$ cat src/rtl/clock_disp_pkg.sv
// Shared types and constants for the binary clock display path: segment
// patterns (active-low {g,f,e,d,c,b,a}), digit index, view mode, time snapshot.
package clock_disp_pkg;

    localparam logic [6:0] SEG_0     = 7'b1000000;
    localparam logic [6:0] SEG_1     = 7'b1111001;
    localparam logic [6:0] SEG_2     = 7'b0100100;
    localparam logic [6:0] SEG_3     = 7'b0110000;
    localparam logic [6:0] SEG_4     = 7'b0011001;
    localparam logic [6:0] SEG_5     = 7'b0010010;
    localparam logic [6:0] SEG_6     = 7'b0000010;
    localparam logic [6:0] SEG_7     = 7'b1111000;
    localparam logic [6:0] SEG_8     = 7'b0000000;
    localparam logic [6:0] SEG_9     = 7'b0010000;
    localparam logic [6:0] SEG_BLANK = 7'b1111111;

    typedef logic [1:0] digit_idx_t;

    typedef enum logic {
        VIEW_HHMM = 1'b0,
        VIEW_MMSS = 1'b1
    } view_mode_t;

    typedef struct packed {
        logic [3:0] hr_10s;
        logic [3:0] hr_1s;
        logic [3:0] min_10s;
        logic [3:0] min_1s;
        logic [3:0] sec_10s;
        logic [3:0] sec_1s;
    } bcd_time_t;

    // Matches the clock core's 12:00:00 power-on time.
    localparam bcd_time_t TIME_RESET = bcd_time_t'(24'h120000);

    // Digit shown at position i (0 = rightmost) for the given view.
    function automatic logic [3:0] view_digit(bcd_time_t t, view_mode_t m, digit_idx_t i);
        logic [3:0] d;
        if (m == VIEW_HHMM) begin
            case (i)
                2'd0:    d = t.min_1s;
                2'd1:    d = t.min_10s;
                2'd2:    d = t.hr_1s;
                default: d = t.hr_10s;
            endcase
        end else begin
            case (i)
                2'd0:    d = t.sec_1s;
                2'd1:    d = t.sec_10s;
                2'd2:    d = t.min_1s;
                default: d = t.min_10s;
            endcase
        end
        return d;
    endfunction

endpackage

$ cat src/rtl/bcd_display_scan_if.sv
// BCD time bus from the clock core to the display scanner.
interface bcd_display_scan_if;
    logic [3:0] sec_1s;
    logic [3:0] sec_10s;
    logic [3:0] min_1s;
    logic [3:0] min_10s;
    logic [3:0] hr_1s;
    logic [3:0] hr_10s;

    modport master (output sec_1s, sec_10s, min_1s, min_10s, hr_1s, hr_10s);
    modport slave  (input  sec_1s, sec_10s, min_1s, min_10s, hr_1s, hr_10s);
endinterface

$ cat src/rtl/bcd_to_seg7.sv
// Combinational BCD to active-low seven-segment decoder; codes 10-15 blank.
module bcd_to_seg7
    import clock_disp_pkg::*;
(
    input  logic [3:0] bcd_i,
    output logic [6:0] seg_o
);

    always_comb begin
        seg_o = SEG_BLANK;
        case (bcd_i)
            4'd0:    seg_o = SEG_0;
            4'd1:    seg_o = SEG_1;
            4'd2:    seg_o = SEG_2;
            4'd3:    seg_o = SEG_3;
            4'd4:    seg_o = SEG_4;
            4'd5:    seg_o = SEG_5;
            4'd6:    seg_o = SEG_6;
            4'd7:    seg_o = SEG_7;
            4'd8:    seg_o = SEG_8;
            4'd9:    seg_o = SEG_9;
            default: seg_o = SEG_BLANK;
        endcase
    end

endmodule

$ cat src/rtl/bcd_display_scan.sv
// Four-digit common-anode scanner showing HH:MM or MM:SS (debounced mode button).
// Define DP_BLINK_EN to blink the colon with tick_1Hz; otherwise the colon is steady.
module bcd_display_scan
    import clock_disp_pkg::*;
#(
    parameter int DIGIT_PERIOD = 100_000,
    parameter int GUARD_CYCLES = 16,
    parameter int DB_CYCLES    = 1_000_000
) (
    input  logic               clk_100MHz,
    input  logic               reset,
    input  logic               tick_1Hz,
    bcd_display_scan_if.slave  tm,
    input  logic               mode_btn,
    output logic [3:0]         an,
    output logic [6:0]         seg,
    output logic               dp,
    output logic               mode
);

    localparam int DWELL_W = (DIGIT_PERIOD > 1) ? $clog2(DIGIT_PERIOD) : 1;
    localparam int DB_W    = (DB_CYCLES > 1) ? $clog2(DB_CYCLES) : 1;
    localparam logic [DWELL_W-1:0] DWELL_LAST = DWELL_W'(DIGIT_PERIOD - 1);
    localparam logic [DWELL_W-1:0] GUARD_END  = DWELL_W'(GUARD_CYCLES);
    localparam logic [DB_W-1:0]    DB_LAST    = DB_W'(DB_CYCLES - 1);

    logic [DWELL_W-1:0] dwell_q, dwell_d;
    digit_idx_t         idx_q, idx_d;
    bcd_time_t          snap_q;
    view_mode_t         mode_q, pend_q;
    logic [3:0]         an_q, an_d;
    logic [6:0]         seg_q, seg_d;
    logic               dp_q, dp_d;
    logic               dwell_last, frame_end, guard, lz_blank, colon;
    logic [3:0]         cur_bcd;
    logic [6:0]         cur_seg;

    logic               btn_meta_q, btn_sync_q, db_state_q;
    logic [DB_W-1:0]    db_cnt_q;

`ifdef DP_BLINK_EN
    logic tick_q;

    always_ff @(posedge clk_100MHz or posedge reset) begin
        if (reset) tick_q <= 1'b0;
        else       tick_q <= tick_1Hz;
    end

    assign colon = ~tick_q;
`else
    logic unused_tick;
    assign unused_tick = tick_1Hz;
    assign colon       = 1'b0;
`endif

    assign dwell_last = (dwell_q == DWELL_LAST);
    assign frame_end  = dwell_last && (idx_q == 2'd3);
    assign dwell_d    = dwell_last ? '0 : dwell_q + 1'b1;
    assign idx_d      = dwell_last ? idx_q + 2'd1 : idx_q;

    assign cur_bcd = view_digit(snap_q, mode_q, idx_q);

    bcd_to_seg7 u_dec (
        .bcd_i (cur_bcd),
        .seg_o (cur_seg)
    );

    always_comb begin
        guard    = (dwell_q < GUARD_END);
        lz_blank = (mode_q == VIEW_HHMM) && (idx_q == 2'd3) && (snap_q.hr_10s == 4'd0);
        an_d     = 4'b1111;
        if (!guard && !lz_blank) an_d[idx_q] = 1'b0;
        seg_d    = cur_seg;
        dp_d     = 1'b1;
        if (idx_q == 2'd2 && !guard) dp_d = colon;
    end

    // Snapshot and view switch only at the frame boundary so a frame never tears.
    always_ff @(posedge clk_100MHz or posedge reset) begin
        if (reset) begin
            dwell_q <= '0;
            idx_q   <= '0;
            snap_q  <= TIME_RESET;
            mode_q  <= VIEW_HHMM;
            an_q    <= 4'b1111;
            seg_q   <= SEG_BLANK;
            dp_q    <= 1'b1;
        end else begin
            dwell_q <= dwell_d;
            idx_q   <= idx_d;
            an_q    <= an_d;
            seg_q   <= seg_d;
            dp_q    <= dp_d;
            if (frame_end) begin
                snap_q <= '{hr_10s: tm.hr_10s, hr_1s: tm.hr_1s,
                            min_10s: tm.min_10s, min_1s: tm.min_1s,
                            sec_10s: tm.sec_10s, sec_1s: tm.sec_1s};
                mode_q <= pend_q;
            end
        end
    end

    always_ff @(posedge clk_100MHz or posedge reset) begin
        if (reset) begin
            btn_meta_q <= 1'b0;
            btn_sync_q <= 1'b0;
            db_state_q <= 1'b0;
            db_cnt_q   <= '0;
            pend_q     <= VIEW_HHMM;
        end else begin
            btn_meta_q <= mode_btn;
            btn_sync_q <= btn_meta_q;
            if (btn_sync_q == db_state_q) begin
                db_cnt_q <= '0;
            end else if (db_cnt_q == DB_LAST) begin
                db_state_q <= btn_sync_q;
                db_cnt_q   <= '0;
                if (btn_sync_q) pend_q <= (pend_q == VIEW_HHMM) ? VIEW_MMSS : VIEW_HHMM;
            end else begin
                db_cnt_q <= db_cnt_q + 1'b1;
            end
        end
    end

    assign an   = an_q;
    assign seg  = seg_q;
    assign dp   = dp_q;
    assign mode = mode_q;

endmodule

$ cat src/flat_wrapper.sv
// flat-port wrapper written by rule: the top's interface ports become plain ports
module bcd_display_scan_flat import clock_disp_pkg::*;
#(
    parameter int DIGIT_PERIOD = 100_000,
    parameter int GUARD_CYCLES = 16,
    parameter int DB_CYCLES    = 1_000_000
)
  (clk_100MHz, reset, tick_1Hz, mode_btn, an, seg, dp, mode, tm_sec_1s, tm_sec_10s, tm_min_1s, tm_min_10s, tm_hr_1s, tm_hr_10s);
  bcd_display_scan_if tm_i ();
  input  logic clk_100MHz;
  input  logic reset;
  input  logic tick_1Hz;
  input  logic mode_btn;
  output logic [3:0] an;
  output logic [6:0] seg;
  output logic dp;
  output logic mode;
  input wire logic [$bits(tm_i.sec_1s)-1:0] tm_sec_1s;
  input wire logic [$bits(tm_i.sec_10s)-1:0] tm_sec_10s;
  input wire logic [$bits(tm_i.min_1s)-1:0] tm_min_1s;
  input wire logic [$bits(tm_i.min_10s)-1:0] tm_min_10s;
  input wire logic [$bits(tm_i.hr_1s)-1:0] tm_hr_1s;
  input wire logic [$bits(tm_i.hr_10s)-1:0] tm_hr_10s;
  assign tm_i.sec_1s = tm_sec_1s;
  assign tm_i.sec_10s = tm_sec_10s;
  assign tm_i.min_1s = tm_min_1s;
  assign tm_i.min_10s = tm_min_10s;
  assign tm_i.hr_1s = tm_hr_1s;
  assign tm_i.hr_10s = tm_hr_10s;
  bcd_display_scan #(.DIGIT_PERIOD(DIGIT_PERIOD), .GUARD_CYCLES(GUARD_CYCLES), .DB_CYCLES(DB_CYCLES)) u_core (.clk_100MHz(clk_100MHz), .reset(reset), .tick_1Hz(tick_1Hz), .tm(tm_i), .mode_btn(mode_btn), .an(an), .seg(seg), .dp(dp), .mode(mode));
endmodule
$ cat config.mk
export PLATFORM = sky130hd
export DESIGN_NAME = bcd_display_scan_flat
export DESIGN_NICKNAME = d
export VERILOG_FILES = /design/src/rtl/clock_disp_pkg.sv /design/src/rtl/bcd_display_scan_if.sv /design/src/rtl/bcd_to_seg7.sv /design/src/rtl/bcd_display_scan.sv /design/src/flat_wrapper.sv
export SDC_FILE = /design/constraint.sdc
export NUM_CORES = 1
export LEC_CHECK = 0
export BUFFER_PORTS_ARGS = -buffer_cell sky130_fd_sc_hd__clkbuf_2
export CAP_MARGIN = 30
export CELL_PAD_IN_SITES_DETAIL_PLACEMENT = 2
export CELL_PAD_IN_SITES_GLOBAL_PLACEMENT = 2
export CORE_UTILIZATION = 30
export CTS_CLUSTER_SIZE = 8
export DETAILED_ROUTE_END_ITERATION = 12
export GPL_ROUTABILITY_DRIVEN = 0
export GPL_TIMING_DRIVEN = 0
export HOLD_SLACK_MARGIN = 0.15
export PLACE_DENSITY_LB_ADDON = 0.1
export SYNTH_ARGS = -nofsm -noshare
export SYNTH_HDL_FRONTEND = slang
export SYNTH_SLANG_ARGS = --single-unit
$ cat constraint.sdc
create_clock -name clk_100MHz -period 3.9 [get_ports clk_100MHz]
set_input_delay 0.78 -clock clk_100MHz [delete_from_list [all_inputs] [get_ports clk_100MHz]]
set_output_delay 0.78 -clock clk_100MHz [all_outputs]
set_load 0.02 [all_outputs]
==> summary.txt, run 1 <==
Outcome
  – Status: completed

Setup path
  – Crit start category: flop
  – CP max FO: 9
  – Flop2flop setup slack: 1.32 ns
  – Setup crit end: u_core.seg[3]
  – Slowest stage delay, CP: slightly above 0.4 ns
  – Worst setup path start: u_core.idx_q[0]
  – WP depth: 10
  – Crit path max-delay family: compound AO/OA/AOI/OAI gates
  – R2R cell count: 10
  – Slowest CP cell: a31oi_2
  – RR Endpoint: u_core.seg[3]
  – Worst path cell trace: inv_1 -> ha_1 -> buf_2 -> a22oi_1 -> nand2_1 -> a31oi_2 -> inv_1 -> ha_1 -> nor2b_1 -> a311o_1
  – Worst r2r src: u_core.idx_q[0]
  – Worst path bufs/invs: 3
  – CP Capture Type: flop
  – CP Class: reg -> reg
  – Worst path required time: 4.16 ns
  – Critical path arrival: 2.84 ns

Clocking
  – Clock sinks: 80
  – Setup repair bufs after CTS: 0
  – Root Buffer: clkbuf_16
  – CTS resizes: 0
  – Clock buffer depth: 2
  – TritonCTS clock tree: done
  – Num CTS Buffers: 9
  – CTS Hold Bufs: 0
  – Clock latency on the worst-skew pair: roughly 0.34 ns
  – Reg clk slew, reported paths: approximately 0.060 ns
  – Htree depth: 3

Routing
  – Metal2 WL: 4.281 mm
  – Drt wl/cell: 15.95 um
  – Final WL: 8.834 mm
  – M1 WL: 4.104 mm
  – Pre-antenna DRT Iters: 4
  – Met3 routed WL: 337 um
  – DR top layer: met4
  – Vias per Instance: 4.670
  – Vias after detailed routing: approximately 2600
  – Initial DRC count: 123
  – Drt drc: 0
  – Post-route ant nets: 0

Timing
  – RSZ-0062 raised after global routing: false
  – Slew Limit Fails: 0
  – Fmax: 0.3869 GHz
  – Final WS setup: 1.315 ns
  – Fin crit period: between 2 and 3 ns
  – Setup TNS Final: 0 ns
  – Skew final: 0.006085 ns
  – Setup violations, final: 0
  – Final hold vios: 0
  – Worst-margin pin slew: between 0.6 and 0.7 ns
  – Worst slew margin: 54.89%
  – Fin crit share: 66.27%
  – Min Hold Slack: between 0.3 and 0.4 ns

Finish
  – Syn-to-layout area delta: 18.81%
  – Ant. Diodes: 0
  – Fillers: 1346
  – Multi-input gate area: roughly 1700 um^2
  – Final non-filler cell total: 554
  – Most frequent cells in the layout: dfrtp_1, clkbuf_2, nor2_1, nand2_1, mux2_4
  – Register area: 2019 um^2
  – Core Util, Final: 37.28%
  – Final instance area: 4553 um^2
  – Commonest non-fill, non-tap cell in the layout: dfrtp_1
  – Nets@finish: 420
  – Layout cells sized above 1: 29.79%

Synthesis
  – #FFs+latches synth: 80
  – Yosys cell types: 46
  – Synthesized Nets: 369
  – Post-synth ARST share: 100.0%
  – Number of synthesized flops with an enable pin: 0
  – Post-Synth Adder-Cell Area: roughly 3.6%
  – Mux share of post-synthesis cell area: 9.860%
  – Synth warn: 0
  – Most used DFF post-synth: dfrtp_1
  – Post-Syn Area per Cell: 11.61 um^2
  – Post-synthesis compound-gate area fraction: 6.497%
  – Post-synthesis xor/xnor area fraction: 7.999%
  – Largest family of logic cells by synthesized area: simple AND/OR/NAND/NOR gates
  – Register area share after synthesis: 52.69%
  – Simple-gate share of the synthesized area: 16.29%
  – Synth Instances: 330
  – Post-Syn Area: between 3000 and 4000 um^2

Place
  – Dpl cells: 538
  – DP Worst Slack: approximately 1.3 ns
  – I/O Buffers: 39
  – Dpl cell area: approximately 4300 um^2
  – Post-DP HPWL: 6.269 mm

Power
  – P per Cell Area: 391.4 nW/um^2
  – Max IR drop VDD: 0.1805 mV
  – Tot Pwr: 1.782 mW
  – Leak pwr: 2.117 nW

Die
  – IO Count: 41
  – Die height: 115.0 um
  – Floorplan core area: 12210 um^2
  – DIE WIDTH: approximately 120 um
  – Initial core utilization: roughly a third
  – Row cnt: 40
  – Die Area: 13230 um^2

Job
  – # Max-Cap Violations: 0

GRT
  – Overall Global Routing Usage: between 10% and 20%
  – Via count of the first global-routing pass: 2833
  – Initial antenna violation count: 0
  – Gr ovfl total: 0
  – Largest net degree at the start of global routing: 57
  – First-pass GRT wire length: ~15 mm

Hold path
  – Hold Crit Class: reg -> reg
## synthesized netlist by cell type, types with 2 or more instances
library cell  count  area, um^2
nand4_1          11       68.82
a221oi_1          4       35.03
mux2_2            6       67.56
inv_1            13       48.80
a21oi_1          10       50.05
nor2b_1           4       25.02
nor3_1            3       15.01
mux2_4           20       300.3
buf_6             2       22.52
and3_1            4       25.02
nand2b_1          5       31.28
nand2_1          24       90.09
nor4b_1           3       26.28
a311o_1           2       20.02
dfstp_2          14       367.9
nor4_1            3       18.77
nor3b_1           2       15.01
xor2_1           17       148.9
dfrtp_1          66        1652
a31oi_1           4       25.02
a22oi_1           8       60.06
nand3_1          11       55.05
and4_1            4       35.03
ha_1             11       137.6
nor2_1           34       127.6
xnor2_1          18       157.7
or2_2             2       12.51
buf_2             7       35.03
## sequential cells by signal (all words and copies together) (netlist names), 2 cells and up
| name | count |
|---|---|
| u_core.dwell_q | 17 |
| u_core.db_cnt_q | 20 |
| u_core.idx_q | 2 |
| u_core.snap_q | 24 |
| u_core.an | 4 |
| u_core.seg | 7 |
## how the worst min path moves through the flow
| stage | start | endpoint | depth (start not counted) |
|---|---|---|---|
| after CTS | u_core.btn_meta_q | u_core.btn_sync_q | 0 |
| after detailed placement | u_core.btn_meta_q | u_core.btn_sync_q | 0 |
| after global routing | u_core.btn_meta_q | u_core.btn_sync_q | 0 |
| after global placement | u_core.btn_meta_q | u_core.btn_sync_q | 0 |
| after floorplan | u_core.btn_meta_q | u_core.btn_sync_q | 0 |
| final | u_core.btn_meta_q | u_core.btn_sync_q | 0 |
## cells by family after synthesis
kind of cell	after synthesis
adders and majority gates	11
xor gates and xnor gates	35
and+or+nand+nor	118
buffers and inverters	24
AOI/OAI and AO/OA	35
DFF	80
muxes	27
## power by group
group,switching (mW),leakage (nW),internal [mW]
clock network,0.324,0.145,0.480
registers,0.0136,0.997,0.858
logic,0.0576,0.975,0.0480
total,0.396,2.12,1.39
## area by class of cell
class	instances	area share, %
clock inverter	3	0.3298
tap	168	4.617
buffer	11	1.511
multi-input combinational	226	37.24
inverter	13	1.127
timing repair buffer	40	4.891
clock buffer	13	5.936
sequential	80	44.35
## per-layer routing
| layer | GRT usage (%) | vias to the layer above |
|---|---|---|
| met1 | 19.07 | 1295 |
| met5 | 0 | - |
| met3 | 4.586 | 7 |
| met4 | 4.416 | 0 |
| li1 | - | 1249 |
| met2 | 24.58 | 36 |
Power figures use the tool's default switching activity.
==> run 2, diff against run 1 <==
Settings changed: ABC_AREA set to 1.
Clock period 3.9 ns to 2.7 ns, I/O delays scaled along.
==> summary.txt, run 2 <==
Power
  – Tot Pwr: 2.622 mW
  – P per Cell Area: 527.6 nW/um^2
  – Max IR drop VDD: 0.3335 mV
  – Leak pwr: 2.327 nW

Timing
  – RSZ-0062 raised after global routing: false
  – Fin crit share: 90.33%
  – Worst-margin pin slew: ~0.95 ns
  – Worst slew margin: 36.34%
  – Skew final: 0.008145 ns
  – Final hold vios: 0
  – Setup violations, final: 0
  – Fin crit period: approximately 2.4 ns
  – Fmax: 0.4100 GHz
  – Final WS setup: between 0.2 and 0.3 ns
  – Slew Limit Fails: 0
  – Setup TNS Final: 0 ns

Routing
  – Vias per Instance: between 4 and 5
  – Initial DRC count: 105
  – Drt wl/cell: 15.84 um
  – Drt drc: 0
  – Vias after detailed routing: 3719
  – Final WL: 12.14 mm
  – Post-route ant nets: 0
  – Pre-antenna DRT Iters: 4

Finish
  – Nets@finish: between 600 and 700
  – Fillers: 1576
  – Most flops, register: u_core.snap_q
  – Ant. Diodes: 0
  – Register area: 2019 um^2
  – Commonest non-fill, non-tap cell in the layout: nand2_1
  – Regs by FF count: u_core.snap_q (24), u_core.db_cnt_q (20), u_core.dwell_q (17)
  – Most frequent cells in the layout: nand2_1, nor2_1, dfrtp_1, inv_1, clkbuf_2
  – Max reg flops: 24
  – Syn-to-layout area delta: 18.79%
  – Multi-input gate area: 1867 um^2
  – Layout cells sized above 1: 14.24%

Synthesis
  – Most used DFF post-synth: dfrtp_1
  – #FFs+latches synth: 80
  – Commonest cells in the netlist: nand2_1, nor2_1, dfrtp_1
  – Area contributors post-synth: dfrtp_1, nand2_1, dfstp_2
  – Largest family of logic cells by synthesized area: simple AND/OR/NAND/NOR gates
  – Post-Syn Area: between 4000 and 5000 um^2
  – Register area share after synthesis: 48.28%
  – Post-Syn Area per Cell: 7.848 um^2
  – Synthesized Nets: 572
  – Yosys cell types: 27
  – Post-synthesis xor/xnor area fraction: under 10%
  – Top cell type by total area after synthesis: dfrtp_1
  – Post-synth ARST share: 100.0%
  – Post-synthesis compound-gate area fraction: ~3.2%
  – Mux share of post-synthesis cell area: 0%
  – Post-Synth Adder-Cell Area: approximately 3.3%
  – Number of synthesized flops with an enable pin: 0
  – Most frequent cell after synthesis: nand2_1
  – Simple-gate share of the synthesized area: 34.28%
  – Yosys top cell area share: 39.49%
  – Synth Instances: 533
  – Synth warn: 0

Die
  – Die Area: 14420 um^2
  – DIE WIDTH: 120.1 um
  – IO Count: ~40
  – Die height: 120.1 um
  – Row cnt: 42
  – Initial core utilization: 31.21%
  – Floorplan core area: 13400 um^2

GRT
  – First-pass GRT wire length: 20.29 mm
  – Initial antenna violation count: 0
  – Busiest layer in global routing: met2
  – Via count of the first global-routing pass: 4052
  – Global-route met3 utilization: 4.087%
  – Met1 global-route usage: 22.71%
  – Largest net degree at the start of global routing: 63
  – GR met2 Demand/Resource: 31.86%
  – Overall Global Routing Usage: 18.48%
  – Gr ovfl total: 0

Setup path
  – CP dominant cell by count: nand2_1
  – Slowest stage delay, CP: 0.48 ns
  – Worst r2r src: u_core.idx_q[0]
  – Worst setup path start: u_core.idx_q[0]
  – Worst path required time: 2.98 ns
  – CP Class: reg -> reg
  – Crit start category: flop
  – Slowest CP cell: clkbuf_1
  – CP max FO: 10
  – CP Capture Type: flop
  – Critical path arrival: 2.72 ns
  – Worst path cell trace: inv_1 -> ha_1 -> clkbuf_1 -> nand2_1 -> nand2_1 -> o21ai_0 -> nand2_1 -> inv_1 -> ha_1 -> nand2_1 -> nand2_1 -> nand2_1 -> nand2_1

Clocking
  – Num CTS Buffers: 9
  – Reg clk slew, reported paths: 0.06 ns
  – Clock buffer depth: 2
  – Root Buffer: clkbuf_16
  – Setup repair bufs after CTS: 0
  – Clock latency on the worst-skew pair: 0.35 ns
  – Htree depth: 3
  – TritonCTS clock tree: done
  – Clock sinks: 80

Outcome
  – Status: completed

Place
  – DP Worst Slack: 0.1746 ns
  – Post-DP HPWL: 8.987 mm
  – I/O Buffers: 39

Hold path
  – Hold path start: mode_btn
  – Hold Crit Class: in -> reg

Job
  – # Max-Cap Violations: 0
==> run 2: timing repair <==
| action | 4_1_cts | 5_1_grt |
|---|---|---|
| hold buffers | 1 | 0 |
| hold endpoints to repair | 16 | 0 |
| gates resized for setup | 0 | 1 |
| setup endpoints to repair | 0 | 3 |
==> run 2: worst max-delay path, delay by kind of cell (launching register included) <==
kind                     cells  cell delay, ns
buffers and inverters        3            0.73
AND/OR/NAND/NOR              7            0.64
adder cells (fa/ha/maj)      2            0.50
flip-flops                   1            0.42
AO/OA/AOI/OAI                1            0.08
==> run 2: power by group <==
part           leakage [nW]  total, mW  internal [mW]  switching, mW
Combinational          1.23     0.0672         0.0237         0.0435
Clock                 0.163       1.35          0.828          0.519
Sequential            0.933       1.21           1.20        0.00301
==> run 2: per-stage QoR <==
step	cells	area [um^2]	hold WS [ns]	util [%]
after floorplan	533	4183	0.3312	-
after global placement	748	4598	0.3333	34.31
after detailed placement	749	4628	0.3364	34.54
after CTS	766	4966	0.2841	37.06
after global routing	766	4969	0.2823	37.08
final	766	4969	0.2977	37.08
==> run 2: layout make-up <==
| class | count | area share [%] |
|---|---|---|
| Multi-Input combinational cell | 379 | 37.57 |
| Inverter | 58 | 4.432 |
| Timing Repair Buffer | 41 | 4.684 |
| Clock buffer | 12 | 5.616 |
| Clock inverter | 4 | 0.9821 |
| Buffer | 16 | 1.637 |
| Tap cell | 176 | 4.432 |
| Sequential cell | 80 | 40.64 |
==> run 2: layer usage <==
metal	vias up	share of wire (%)
met4	0	1.3
li1	1810	-
met1	1856	45
met5	-	0
met2	40	51
met3	13	2.8
==> run 2: logic make-up (layout without fill, tap and decap cells) <==
logic type	Yosys count	after routing
AND/OR/NAND/NOR	323	323
flip-flops	80	80
adder cells (fa/ha/maj)	11	11
XOR/XNOR	18	18
AO/OA/AOI/OAI	27	27
buffers and inverters	74	131
==> run 2: worst paths after layout <==
kind,slack [ns],cells after the start,to
setup / recovery,0.26,13,u_core.seg[3]
hold / removal,0.30,1,u_core.btn_meta_q
setup reg to reg,0.26,13,u_core.seg[3]
hold reg to reg,0.35,0,u_core.btn_sync_q
max in group asynchronous,1.37,4,u_core.seg[4]
min in group asynchronous,0.68,3,u_core.db_cnt_q[8]
